==> config.mk <==
export PLATFORM = sky130hd
export DESIGN_NAME = dmem_responder
export DESIGN_NICKNAME = d
export VERILOG_FILES = /design/src/rtl/dmem_responder_pkg.sv /design/src/rtl/dmem_array.sv /design/src/rtl/dmem_responder.sv
export SDC_FILE = /design/constraint.sdc
export NUM_CORES = 2
export LEC_CHECK = 0
export BUFFER_PORTS_ARGS = -buffer_cell sky130_fd_sc_hd__buf_2
export CAP_MARGIN = 20
export CORE_ASPECT_RATIO = 2
export CORE_MARGIN = 2
export CORE_UTILIZATION = 45
export CTS_BUF_LIST = sky130_fd_sc_hd__clkbuf_2 sky130_fd_sc_hd__clkbuf_4 sky130_fd_sc_hd__clkbuf_8
export DETAILED_ROUTE_END_ITERATION = 8
export PLACE_DENSITY = 0.6
export SLEW_MARGIN = 15
export SYNTH_ARGS = -nofsm -noshare
export SYNTH_HDL_FRONTEND = slang
export SYNTH_SLANG_ARGS = --single-unit
export TNS_END_PERCENT = 30
==> constraint.sdc <==
create_clock -name clk -period 5.8 [get_ports clk]
set_input_delay 0.58 -clock clk [delete_from_list [all_inputs] [get_ports clk]]
set_output_delay 0.58 -clock clk [all_outputs]
set_load 0.02 [all_outputs]
==> src/rtl/dmem_responder_pkg.sv <==
// dmem_responder_pkg: shared FSM encoding and default sizing for the data-memory responder
package dmem_responder_pkg;

   typedef enum logic [1:0] {
      IDLE = 2'b00,
      BUSY = 2'b01,
      DONE = 2'b10
   } state_t;

   localparam int DEF_DEPTH       = 64;
   localparam int DEF_WAIT_CYCLES = 2;

endpackage

==> src/rtl/dmem_array.sv <==
// dmem_array: DEPTH x 32 word storage, synchronous write, asynchronous read, never cleared
module dmem_array
   import dmem_responder_pkg::*;
#(
   parameter int DEPTH = DEF_DEPTH
) (
   input  logic                     clk_i,
   input  logic                     we_i,
   input  logic [$clog2(DEPTH)-1:0] addr_i,
   input  logic [31:0]              wdata_i,
   output logic [31:0]              rdata_o
);

   logic [31:0] mem_q [DEPTH];

   // write the addressed word on the access edge; contents survive reset
   always_ff @(posedge clk_i) begin
      if (we_i) mem_q[addr_i] <= wdata_i;
   end

   assign rdata_o = mem_q[addr_i];

endmodule

==> src/rtl/dmem_responder.sv <==
// dmem_responder: wait-state memory responder that stalls the pipeline's memory stage
module dmem_responder
   import dmem_responder_pkg::*;
#(
   parameter int DEPTH       = DEF_DEPTH,
   parameter int WAIT_CYCLES = DEF_WAIT_CYCLES
) (
   input  logic        clk,
   input  logic        reset,
   input  logic        reqM,
   input  logic        weM,
   input  logic [31:0] addrM,
   input  logic [31:0] writedataM,
   output logic [31:0] readdataM,
   output logic        stallM,
   output logic        errM
);

   localparam int         AW = $clog2(DEPTH);
   localparam logic [3:0] WC = 4'(WAIT_CYCLES);

   state_t        state_q, state_d;
   logic [3:0]    cnt_q, cnt_d;
   logic [31:0]   rdata_q, rdata_d;
   logic          err_q, err_d;
   logic [AW-1:0] idx;
   logic [31:0]   mem_rd;
   logic          mis, acc, mem_we;
   logic          unused_addr;

   // upper address bits wrap around, so only the word index is decoded
   assign idx         = addrM[AW+1:2];
   assign mis         = |addrM[1:0];
   assign unused_addr = ^addrM[31:AW+2];

   // the access edge: straight from IDLE with no wait states, otherwise the last BUSY cycle
   assign acc    = reqM & (((state_q == IDLE) & (WC == 4'd0)) | ((state_q == BUSY) & (cnt_q == 4'd0)));
   assign mem_we = acc & weM & ~mis;
   assign stallM = reqM & (state_q != DONE) & ~reset;

   assign readdataM = rdata_q;
   assign errM      = err_q;

   dmem_array #(.DEPTH(DEPTH)) u_array (
      .clk_i   (clk),
      .we_i    (mem_we),
      .addr_i  (idx),
      .wdata_i (writedataM),
      .rdata_o (mem_rd)
   );

   // next state, wait counter and output register values
   always_comb begin
      state_d = state_q;
      cnt_d   = cnt_q;
      case (state_q)
         IDLE: begin
            if (reqM) begin
               state_d = (WC == 4'd0) ? DONE : BUSY;
               cnt_d   = (WC == 4'd0) ? cnt_q : WC - 4'd1;
            end
         end
         BUSY: begin
            state_d = !reqM ? IDLE : (cnt_q == 4'd0) ? DONE : BUSY;
            cnt_d   = (reqM && cnt_q != 4'd0) ? cnt_q - 4'd1 : cnt_q;
         end
         default: state_d = IDLE;
      endcase
      rdata_d = (acc & mis) ? 32'd0 : (acc & ~weM) ? mem_rd : rdata_q;
      err_d   = acc & mis;
   end

   // FSM state, counter and registered outputs; reset cancels any access in flight
   always_ff @(posedge clk or posedge reset) begin
      if (reset) begin
         state_q <= IDLE;
         cnt_q   <= 4'd0;
         rdata_q <= 32'd0;
         err_q   <= 1'b0;
      end else begin
         state_q <= state_d;
         cnt_q   <= cnt_d;
         rdata_q <= rdata_d;
         err_q   <= err_d;
      end
   end

endmodule
==> flow_summary.json <==
{
  "ios": 102,
  "busiest_layer": "met2",
  "num_vias": 46300,
  "use_met3_pct": 3.92,
  "htree_levels": 5,
  "criticalPathCategory": "flip-flop to flip-flop",
  "synthAdderAreaFrac_pct": 0.0308,
  "synth_edf_count": 2048,
  "crit_family": "simple AND/OR/NAND/NOR gates",
  "final_cell_mix": "edfxtp_1 (2048), mux2i_1 (483), clkbuf_8 (298)",
  "vias_per_cell": 6.31,
  "netlist-cell-type-count": 57,
  "initial_core_util_pct": 45.2,
  "slew_headroom_pct": 19.7,
  "yosys_register_bits": 2087,
  "core_sq_um": 179000,
  "synth-compound-area-share_pct": 10.0,
  "tightest_slew_ns": 1.19,
  "yosys_warnings": 0,
  "drc_errors": 0,
  "hpwl_um": 138000,
  "antenna_found_initial": 16,
  "drtPass1Iterations": 6,
  "regArea_sq_um": 62500,
  "place_ws_ns": 1.62,
  "power_mw": 29.7,
  "p_leak_nw": 28.8,
  "netlist_area_sq_um": 81100,
  "yosysSeqAreaShare_pct": 77.0,
  "clock.fmax_ghz": 0.254,
  "pwr_density_cell_nw_per_um2": 327,
  "setup_tns_ns": 0,
  "wl_per_cell_um": 32.4,
  "fin_skew_ns": 0.0294,
  "numCtsBuffers": 276,
  "ys_async_sr_fraction_pct": 1.87,
  "stdcell_count": 7341,
  "avgSynthCellArea_sq_um": 17.7,
  "port_buffers": 77,
  "yosys.area_share.simple_pct": 4.05,
  "grt_max_degree": 121,
  "first_iter_violations": 4466,
  "outcome": "complete, no violations",
  "overflow": 0,
  "path_cells": "inv_1 > ha_1 > nor4bb_1 > and2b_1 > nand3_1 > nor2_1 > nand2_1 > nor2_4 > buf_4",
  "grt_first_pass_wirelength_um": 335000,
  "die_w_um": 304,
  "layout_commonest_cell": "edfxtp_1",
  "min_path_type": "input pin to flip-flop",
  "cp_max_fo": 17,
  "max_cap_violations": 0,
  "grt_pass1_vias": 46700,
  "setup_slack_ns": 1.86,
  "met2_usage_pct": 45.6,
  "synthToLayoutAreaGrowth_pct": 12.0,
  "die_y_um": 604,
  "dieArea_sq_um": 184000,
  "synthMuxAreaShare_pct": 6.71,
  "multi_input_area_sq_um": 17500,
  "crit_arrival_ns": 4.50,
  "slowest_delay_ns": 0.90,
  "wirelength_um": 238000,
  "min_period_ns": 3.94,
  "final-max-slew-violation-count": 0,
  "dpl.cell_count": 6856,
  "gp_congestion": 0.817,
  "peakVddDrop_uv": 445,
  "clock_path_buffers": 4,
  "clk_latency_ns": 0.90,
  "cp-end-kind": "flip-flop",
  "synth_top_family_by_area": "compound AO/OA/AOI/OAI gates",
  "antenna_left": 0,
  "rows": 220,
  "clk_pin_slew_ns": 0.07,
  "cp_num_buf_inv": 2,
  "clock-sinks": 2087,
  "drive_gt1_share_pct": 16.7,
  "rsz0062_at_grt": "no",
  "synth_nets": 4662,
  "ys.flop_type": "edfxtp_1",
  "finalNetCount": 4879,
  "slowest_stage": "nor2_4",
  "cp-start-kind": "flip-flop",
  "finalCritPeriodShare_pct": 67.9,
  "synthCells": 4592,
  "track_usage_pct": 25.3,
  "hold_viol": 0,
  "required_ns": 6.36,
  "n_fill_cell": 14700,
  "synth_xor_area_share_pct": 0.0216,
  "post-cts-setup-buffer-count": 0,
  "use_met1_pct": 29.6,
  "setup_viol": 0,
  "cts_tree": "yes",
  "clock_tree.root_cell": "clkbuf_8"
}
## metal layers
metal | vias to the layer above | routed length, um | share of wire [%]
li1 | 19500 | - | -
met2 | 2176 | 125000 | 52
met4 | 2 | 11900 | 5.0
met5 | - | 13 | 0.0055
met1 | 24000 | 85100 | 36
met3 | 560 | 16500 | 6.9
## sequential cells by signal (all words and copies together), names as in the netlist
register and flops:
errM 1, state_q 2, readdataM 32, u_array.mem_q 2048, cnt_q 4
## stage by stage
stage	util, %	cell area [sq um]	hold WS (ns)
finish	50.6	90900	0.0824
global route	50.6	90900	0.0576
CTS	50.6	90800	0.0180
detailed placement	47.6	85400	0.489
global placement	47.6	85400	0.491
floorplan	-	81100	0.505
## cell families after synthesis
| family | Yosys count |
|---|---|
| AO/OA/AOI/OAI | 1117 |
| XOR/XNOR | 2 |
| adder cells (fa/ha/maj) | 2 |
| buffers and inverters | 374 |
| flip-flops | 2087 |
| multiplexers | 513 |
| AND/OR/NAND/NOR | 497 |
## cells in the mapped netlist (34+ instances only)
master	instances	area share, %
edfxtp_1	2048	76
mux2i_1	483	6.0
a31oi_1	283	2.2
a22oi_1	221	2.0
clkbuf_1	176	0.81
o22a_1	172	1.9
nor4b_1	168	1.8
buf_2	131	0.81
o22ai_1	128	0.99
nor2b_1	117	0.90
a32oi_1	112	1.2
nor2_1	82	0.38
o21ai_0	67	0.41
o211ai_1	59	0.55
dfrtp_1	39	1.2
buf_4	34	0.31
## cell type report
cell class,count,area share [%]
Tap cell,2331,3.21
Timing Repair Buffer,308,2.89
Inverter,5,0.0317
Clock buffer,373,5.13
Sequential cell,2087,68.7
Multi-Input combinational cell,2131,19.2
Clock inverter,105,0.770
Antenna cell,1,0.00275
## power breakdown
part / leakage [nW] / switching (mW) / internal (mW)
registers: 18.9 / 0.106 / 16.6
logic: 7.06 / 1.41 / 0.579
clock network: 2.82 / 5.31 / 5.66
## final timing paths
kind                       cells past startpoint                      start  slack (ns)                             end
max                                            9       cnt_q[0]$_DFFE_PP0P_        1.86  u_array.mem_q[57][3]$_DFFE_PP_
min                                            1             writedataM[26]        0.08  u_array.mem_q[1][26]$_DFFE_PP_
max reg2reg                                    9       cnt_q[0]$_DFFE_PP0P_        1.86  u_array.mem_q[57][3]$_DFFE_PP_
min reg2reg                                    1  readdataM[14]$_DFFE_PP0P_        0.51       readdataM[14]$_DFFE_PP0P_
max in group asynchronous                      3                      reset        4.72        readdataM[6]$_DFFE_PP0P_
min in group asynchronous                      3                      reset        0.46        readdataM[2]$_DFFE_PP0P_
## repair_timing
action,CTS,global route
hold buffers,3,0
endpoints found under the hold margin,40,0
gates resized for setup,0,0
Power figures use the tool's default switching activity.
